File: src/rtl/puf_resp_collector.sv
// PUF response collector: seeds and steps an external challenge LFSR, majority-votes
// repeated PUF samples per challenge and packs the words into one wide response.
module puf_resp_collector #(
  parameter int unsigned WORD_W    = 16,
  parameter int unsigned NUM_WORDS = 8,
  parameter int unsigned VOTES     = 1,
  parameter int unsigned SETTLE    = 2,
  parameter int unsigned TIMEOUT   = 255
) (
  input  logic                                   clk,
  input  logic                                   rst,
  input  logic                                   start,
  input  logic [WORD_W-1:0]                      challenge,
  output logic [WORD_W-1:0]                      lfsr_seed,
  output logic                                   lfsr_load,
  output logic                                   lfsr_next,
  input  logic                                   lfsr_done,
  input  logic [WORD_W-1:0]                      puf_data,
  output logic [WORD_W*NUM_WORDS-1:0]            resp,
  output logic                                   resp_valid,
  output logic                                   busy,
  output logic                                   err,
  output logic [$clog2(WORD_W*NUM_WORDS+1)-1:0]  unstable_cnt
);

  localparam int unsigned RW  = WORD_W * NUM_WORDS;
  localparam int unsigned UW  = $clog2(RW + 1);
  localparam int unsigned CW  = $clog2(VOTES + 1);
  localparam int unsigned VIW = (VOTES > 1) ? $clog2(VOTES) : 1;
  localparam int unsigned WIW = (NUM_WORDS > 1) ? $clog2(NUM_WORDS) : 1;
  localparam int unsigned TW  = $clog2(TIMEOUT + 1);
  localparam int unsigned SW  = $clog2(SETTLE + 1);

  typedef enum logic [2:0] {
    S_IDLE, S_LOAD, S_WAIT, S_SETTLE, S_SAMPLE, S_COMMIT, S_STEP, S_DONE
  } state_t;

  state_t                      state_q, state_d;
  logic [TW-1:0]               tmo_q, tmo_d;
  logic [SW-1:0]               settle_q, settle_d;
  logic [VIW-1:0]              vote_q, vote_d;
  logic [WIW-1:0]              word_q, word_d;
  logic [WORD_W-1:0][CW-1:0]   vcnt_q, vcnt_d;
  logic [WORD_W-1:0]           seed_q, seed_d;
  logic [RW-1:0]               resp_q, resp_d;
  logic                        err_q, err_d;
  logic [UW-1:0]               unst_q, unst_d;
  logic                        load_q, next_q, valid_q, busy_q;
  logic [WORD_W-1:0]           word_c;
  logic [UW-1:0]               unst_add_c;

  // Next-state and datapath
  always_comb begin
    state_d    = state_q;
    tmo_d      = '0;
    settle_d   = '0;
    vote_d     = vote_q;
    word_d     = word_q;
    vcnt_d     = vcnt_q;
    seed_d     = seed_q;
    resp_d     = resp_q;
    err_d      = err_q;
    unst_d     = unst_q;
    word_c     = '0;
    unst_add_c = '0;

    // Majority result and unanimity check over the accumulated votes
    for (int unsigned b = 0; b < WORD_W; b++) begin
      word_c[b] = (vcnt_q[b] > CW'(VOTES / 2));
      if ((vcnt_q[b] != '0) && (vcnt_q[b] != CW'(VOTES))) begin
        unst_add_c = unst_add_c + UW'(1);
      end
    end

    case (state_q)
      S_IDLE, S_DONE: begin
        if (start) begin
          seed_d  = challenge;
          err_d   = 1'b0;
          unst_d  = '0;
          word_d  = '0;
          vote_d  = '0;
          vcnt_d  = '0;
          state_d = S_LOAD;
        end
      end
      S_LOAD: state_d = S_WAIT;
      S_WAIT: begin
        // lfsr_done wins over a timeout reached in the same cycle
        if (lfsr_done) begin
          state_d = S_SETTLE;
        end else if (tmo_q == TW'(TIMEOUT - 1)) begin
          err_d   = 1'b1;
          state_d = S_IDLE;
        end else begin
          tmo_d = tmo_q + TW'(1);
        end
      end
      S_SETTLE: begin
        if (settle_q == SW'(SETTLE - 1)) begin
          state_d = S_SAMPLE;
        end else begin
          settle_d = settle_q + SW'(1);
        end
      end
      S_SAMPLE: begin
        for (int unsigned b = 0; b < WORD_W; b++) begin
          vcnt_d[b] = vcnt_q[b] + CW'(puf_data[b]);
        end
        if (vote_q != VIW'(VOTES - 1)) begin
          vote_d  = vote_q + VIW'(1);
          state_d = S_SETTLE;
        end else begin
          state_d = S_COMMIT;
        end
      end
      S_COMMIT: begin
        // Word 0 lands in the most significant bits
        for (int unsigned w = 0; w < NUM_WORDS; w++) begin
          if (word_q == WIW'(w)) begin
            resp_d[RW-1-w*WORD_W -: WORD_W] = word_c;
          end
        end
        unst_d = unst_q + unst_add_c;
        vcnt_d = '0;
        vote_d = '0;
        if (word_q == WIW'(NUM_WORDS - 1)) begin
          state_d = S_DONE;
        end else begin
          word_d  = word_q + WIW'(1);
          state_d = S_STEP;
        end
      end
      S_STEP:  state_d = S_WAIT;
      default: state_d = S_IDLE;
    endcase
  end

  // State and registered outputs
  always_ff @(posedge clk) begin
    if (rst) begin
      state_q  <= S_IDLE;
      tmo_q    <= '0;
      settle_q <= '0;
      vote_q   <= '0;
      word_q   <= '0;
      vcnt_q   <= '0;
      seed_q   <= '0;
      resp_q   <= '0;
      err_q    <= 1'b0;
      unst_q   <= '0;
      load_q   <= 1'b0;
      next_q   <= 1'b0;
      valid_q  <= 1'b0;
      busy_q   <= 1'b0;
    end else begin
      state_q  <= state_d;
      tmo_q    <= tmo_d;
      settle_q <= settle_d;
      vote_q   <= vote_d;
      word_q   <= word_d;
      vcnt_q   <= vcnt_d;
      seed_q   <= seed_d;
      resp_q   <= resp_d;
      err_q    <= err_d;
      unst_q   <= unst_d;
      load_q   <= (state_d == S_LOAD);
      next_q   <= (state_d == S_STEP);
      valid_q  <= (state_d == S_DONE);
      busy_q   <= (state_d != S_IDLE) && (state_d != S_DONE);
    end
  end

  assign lfsr_seed    = seed_q;
  assign lfsr_load    = load_q;
  assign lfsr_next    = next_q;
  assign resp         = resp_q;
  assign resp_valid   = valid_q;
  assign busy         = busy_q;
  assign err          = err_q;
  assign unstable_cnt = unst_q;

endmodule

File: config.mk
export PLATFORM = sky130hd
export DESIGN_NAME = puf_resp_collector
export DESIGN_NICKNAME = d
export VERILOG_FILES = /design/src/rtl/puf_resp_collector.sv
export SDC_FILE = /design/constraint.sdc
export NUM_CORES = 1
export LEC_CHECK = 0
export CORE_AREA = 2 2 111 134
export CTS_CLUSTER_DIAMETER = 40
export DETAILED_ROUTE_END_ITERATION = 8
export DIE_AREA = 0 0 113 136
export PLACE_DENSITY = 0.79
export REMOVE_ABC_BUFFERS = 1
export SKIP_LAST_GASP = 1
export SLEW_MARGIN = 20
export SYNTH_ARGS = -nofsm -noshare
export SYNTH_HDL_FRONTEND = slang
export SYNTH_SLANG_ARGS = --single-unit
File: constraint.sdc
create_clock -name clk -period 3.85 [get_ports clk]
set_input_delay 0.9625 -clock clk [delete_from_list [all_inputs] [get_ports clk]]
set_output_delay 0.9625 -clock clk [all_outputs]
set_load 0.02 [all_outputs]
==> impl_metrics.json, run 1 <==
{
  "antenna_found_initial": 0,
  "finalPower_uw": 3990,
  "synthArstFlopShare_pct": 0,
  "powerDensity_nw_per_um2": 439,
  "synthToLayoutAreaGrowth_pct": 34.7,
  "drc_errors": 13,
  "drive_above_1_share_pct": 4.20,
  "yosysTopAreaCell": "dfxtp_1",
  "cts_tree": "done",
  "postCtsSetupRepairBufs": 0,
  "ant_nets": 0,
  "cts_hold_buf": 0,
  "netlist_area_um2": 6750,
  "path_max_fanout": 17,
  "cts-root-buf": "clkbuf_16",
  "fin_skew_ns": 0.00649,
  "dpl-instance-area_um2": 8490,
  "chipHeight_um": 136,
  "hold_slack_ns": 0.424,
  "via_per_inst": 5.05,
  "post_cts_resized": 0,
  "cts_buffer_depth": 2,
  "drt_first_pass_iters": 7,
  "crit_path_end_kind": "flop",
  "grt_usage_pct": 23.7,
  "hold_class": "reg2reg",
  "gp_congestion": 0.797,
  "status": "finished, violations left",
  "ys_ff_latch": 181,
  "clock_latency_ns": 0.42,
  "crit_required_ns": 4.13,
  "synth_cell_type_count": 40,
  "fin_crit_sh_pct": 63.0,
  "fin_area_um2": 9090,
  "grt_pass1_vias": 5314,
  "rsz0062_at_grt": "false",
  "die_x_um": 113,
  "ios": 193,
  "yosysMostFrequentCell": "nand2_1",
  "hold_viol_final": 0,
  "n_antenna_cell": 0,
  "synth.top_cell.area_share_pct": 53.7,
  "clk_pin_slew_worst_paths_ns": 0.07,
  "fmax_ghz": 0.412,
  "drtIter0Drc": 472,
  "yosys_most_used_dff": "dfxtp_1",
  "cts-buffers-inserted": 17,
  "dieArea_um2": 15400,
  "syn_inst": 852,
  "synth_edf_count": 0,
  "grt_pass1_wl_mm": 28.2,
  "layout.nets": 1031,
  "worst_pin_slew_ns": 0.677,
  "via_count": 5933,
  "violations": "DRC",
  "power.leakage_uw": 0.00310,
  "port_buffers": 184,
  "slew_violations": 0,
  "ys_seq_area_share_pct": 53.7,
  "grt_remaining_overflow": 0,
  "ys_top_cells_by_area": "dfxtp_1 (54%), nand2_1 (17%), a21oi_1 (11%), clkbuf_1 (3.0%), xor2_1 (2.7%)",
  "start_util_pct": 47.6,
  "ir_drop_v": 0.000252,
  "crit_path_start_kind": "input pin",
  "yosys_warnings": 0,
  "fp-row-count": 48,
  "dp_hpwl_mm": 12.2,
  "cap_viol_max_count": 0,
  "cts.sinks": 181,
  "period_minus_slack_ns": 2.43,
  "nFillCells": 1221,
  "yosys-top-cells-count": "nand2_1 (299), dfxtp_1 (181), a21oi_1 (150)",
  "wirelength_mm": 18.5,
  "htree_levels": 4,
  "setup_viol_count_final": 0,
  "relSlewSlack_pct": 54.8,
  "critPathKind": "in2reg",
  "syn_area_per_cell_um2": 7.92,
  "core_area_um2": 14200,
  "grt_max_degree": 62,
  "crit_arrival_ns": 2.71,
  "route.detailed.wl_per_inst_um": 15.7,
  "tns_ns": 0
}
-- metal layers --
layer	GRT usage (%)	part of all wire, %
met5	0	0
met4	9.28	1.8
met3	5.84	5.4
met2	39.3	50
met1	29.9	43
-- critical path, cell delays in order --
cell and delay, ns:
clkdlybuf4s50_1 0.61, and3_1 0.50, or3_1 0.52, nor2_1 0.12
-- worst paths after layout --
check                                 start           to  slack, ns  cells past startpoint
worst max register to register   state_q[2]     resp[32]       1.62                      5
worst min register to register  settle_q[0]  settle_q[0]       0.42                      1
worst max-delay path                  start   vcnt_q[11]       1.42                      4
worst min-delay path            settle_q[0]  settle_q[0]       0.42                      1
-- kinds of logic after synthesis --
group                    count (synthesis)  synth area share (%)
AO/OA/AOI/OAI                          178                  13.5
XOR/XNOR                                22                  2.86
adder cells (fa/ha/maj)                  9                  1.67
buffers and inverters                   88                  5.95
flip-flops                             181                  53.7
other                                    1                0.0556
AND/OR/NAND/NOR                        373                  22.2
-- sequential cells by signal, summed over array words and instances, names as in the netlist --
name,cells
lfsr_next,1
lfsr_load,1
resp,128
state_q,3
settle_q,2
word_q,3
resp_valid,1
busy,1
lfsr_seed,16
vcnt_q,16
err,1
tmo_q,8
-- report_power, final --
group | leakage, uW | switching (uW) | internal, uW
clock network | 0.000285 | 707 | 1030
registers | 0.00146 | 87.0 | 1910
logic | 0.00136 | 139 | 111
-- placed cells by master (no fill, tap or decap), types with 2 or more instances in the layout --
cell type,Yosys,layout
nand2_1,299,299
nor3_1,2,2
inv_1,7,7
and3_1,6,6
xor2_1,21,21
o21ai_0,16,16
buf_4,13,5
clkinv_4,0,2
nand3_1,8,8
nor2_1,38,38
ha_1,9,9
clkbuf_16,0,17
clkinv_2,0,4
dfxtp_1,181,181
o21ai_1,3,3
nor2b_1,2,2
a21oi_1,150,150
bufinv_16,0,3
conb_1,1,8
o21a_1,3,3
and2_1,5,5
clkinvlp_4,0,4
a31oi_1,2,2
clkdlybuf4s50_1,0,183
or3_1,2,2
-- layout make-up --
cell class	instances	area, um2	share of cell area [%]
multi-input cells	590	2750	30.2
repair buffers	188	1870	20.6
clock inverters	13	158	1.73
clock buffers	19	443	4.87
well taps	175	219	2.41
inverters	8	30.0	0.330
flip-flops and latches	181	3620	39.9
-- metrics by stage --
step	setup WS [ns]	instances	utilization [%]
after global routing	1.26	1174	64.1
final	1.42	1174	64.1
after CTS	1.44	1174	64.1
after global placement	1.07	1142	59.9
after floorplan	1.51	779	-
after detailed placement	1.01	1142	59.9
Power figures use the tool's default switching activity.
==> run 2, diff against run 1 <==
--- a/config.mk
+++ b/config.mk
@@ -5,11 +5,11 @@
 export SDC_FILE = /design/constraint.sdc
 export NUM_CORES = 1
 export LEC_CHECK = 0
-export CORE_AREA = 2 2 111 134
+export CORE_AREA = 2 2 113 137
 export CTS_CLUSTER_DIAMETER = 40
 export DETAILED_ROUTE_END_ITERATION = 8
-export DIE_AREA = 0 0 113 136
-export PLACE_DENSITY = 0.79
+export DIE_AREA = 0 0 115 139
+export PLACE_DENSITY = 0.77
 export REMOVE_ABC_BUFFERS = 1
 export SKIP_LAST_GASP = 1
 export SLEW_MARGIN = 20
==> constraint.sdc (replaced) <==
create_clock -name clk -period 2.42 [get_ports clk]
set_input_delay 0.605 -clock clk [delete_from_list [all_inputs] [get_ports clk]]
set_output_delay 0.605 -clock clk [all_outputs]
set_load 0.02 [all_outputs]
==> impl_metrics.json, run 2 (synthesized netlist as in run 1, its figures left out) <==
{
  "status": "completed",
  "die_x_um": 115,
  "core_area_um2": 14700,
  "crit_path_cell_trace": "clkdlybuf4s50_1",
  "cts.sinks": 181,
  "n_antenna_cell": 0,
  "final_common_cell": "nand2_1",
  "cts-buffers-inserted": 17,
  "grt_remaining_overflow": 0,
  "drt_first_pass_iters": 5,
  "ant_nets": 0,
  "port_buffers": 184,
  "cts_buffer_depth": 2,
  "start_util_pct": 45.8,
  "worst_pin_slew_ns": 0.673,
  "post-place-ws_ns": 0.232,
  "drive_above_1_share_pct": 4.68,
  "crit_family": "buffers and inverters",
  "cp_num_buf_inv": 1,
  "period_minus_slack_ns": 2.03,
  "postCtsSetupRepairBufs": 0,
  "gp_congestion": 0.783,
  "grt_usage_pct": 23.0,
  "relSlewSlack_pct": 55.1,
  "top_layer_used": "met4",
  "largest_reg_flops": 128,
  "fp-row-count": 49,
  "powerDensity_nw_per_um2": 717,
  "chipHeight_um": 139,
  "grt_pass1_wl_mm": 28.5,
  "layout.nets": 1036,
  "grt_max_degree": 55,
  "synthToLayoutAreaGrowth_pct": 36.0,
  "slew_violations": 0,
  "drtIter0Drc": 467,
  "crit_arrival_ns": 1.42,
  "wl_met1_mm": 7.63,
  "max_stage_delay_ns": 0.63,
  "crit_required_ns": 1.81,
  "clk_pin_slew_worst_paths_ns": 0.06,
  "crit_path_start_kind": "flop",
  "wl_met3_mm": 1.43,
  "dieArea_um2": 16000,
  "path_max_fanout": 2,
  "cts_tree": "done",
  "fin_skew_ns": 0.00655,
  "cap_viol_max_count": 0,
  "slowest_stage": "clkdlybuf4s50_1",
  "multiInputGateArea_um2": 2750,
  "timing.rr.end": "resp[112]",
  "antenna_found_initial": 0,
  "crit_path_end_kind": "primary output",
  "power.leakage_uw": 0.00316,
  "post_cts_resized": 0,
  "cts-root-buf": "clkbuf_16",
  "ios": 193,
  "rsz0062_at_grt": "false",
  "htree_levels": 4,
  "route.detailed.wl_per_inst_um": 15.7,
  "r2r-start": "state_q[2]",
  "nFillCells": 1293,
  "via_per_inst": 5.07,
  "hold_class": "reg2reg",
  "fin_crit_sh_pct": 83.8,
  "fmax_ghz": 0.493,
  "ff2ff_setup_slack_ns": 0.46,
  "grt_pass1_vias": 5272,
  "hold_viol_final": 0,
  "wirelength_mm": 18.6,
  "dr_wl_met2_mm": 9.19,
  "fin_ws_ns": 0.392,
  "cts_hold_buf": 0,
  "holdPathEnd": "settle_q[0]",
  "via_count": 5994,
  "rr_worst_depth": 5,
  "critPathKind": "reg2out",
  "setup_viol_count_final": 0,
  "layout.area.seq_um2": 3620,
  "clock_latency_ns": 0.43,
  "most-common-layout-cells": "nand2_1 (299), clkdlybuf4s50_1 (183), dfxtp_1 (181), a21oi_1 (150), nor2_1 (38)",
  "drc_errors": 0,
  "hp-start": "settle_q[0]",
  "whs_path_depth": 1,
  "tns_ns": 0,
  "dp_hpwl_mm": 12.2,
  "ir_drop_v": 0.000469
}
==> run 2: worst max-delay path by stage <==
stage / startpoint / end / slack, ns / cells past startpoint
final: resp[36] / resp[36] / 0.39 / 1
after global routing: state_q[2] / resp[110] / 0.26 / 5
after CTS: resp[36] / resp[36] / 0.38 / 1
after detailed placement: start / vcnt_q[14] / 0.23 / 4
after global placement: start / vcnt_q[15] / 0.26 / 4
after floorplan: state_q[1] / lfsr_seed[0] / 0.18 / 5
==> run 2: cell type report <==
type	instances	share of cell area, %
Multi-Input combinational cell	590	29.9
Clock inverter	13	2.22
Tap cell	178	2.43
Sequential cell	181	39.5
Inverter	8	0.327
Timing Repair Buffer	193	20.8
Clock buffer	19	4.83
==> run 2: per-layer routing <==
layer	vias up	global-route usage, %
met5	-	0
met3	26	6.64
met1	2765	28.7
li1	2991	-
met2	212	38.4
met4	0	6.59
==> run 2: where the power goes <==
| part | total (uW) | internal (uW) | switching (uW) | leakage [uW] |
|---|---|---|---|---|
| sequential | 3170 | 3040 | 137 | 0.00146 |
| clock | 3000 | 1860 | 1140 | 0.000317 |
| combinational | 403 | 177 | 225 | 0.00138 |
==> run 2: stage by stage <==
step / util, % / power, uW / hold slack [ns] / cell area, um2 / cells
final: 62.4 / 6580 / 0.427 / 9180 / 1182
after CTS: 62.4 / 6610 / 0.428 / 9180 / 1182
after floorplan: - / 3370 / 0.397 / 6400 / 779
after global routing: 62.4 / 6790 / 0.444 / 9180 / 1182
after detailed placement: 58.0 / 3640 / 0.419 / 8530 / 1150
after global placement: 58.0 / 3630 / 0.406 / 8530 / 1150
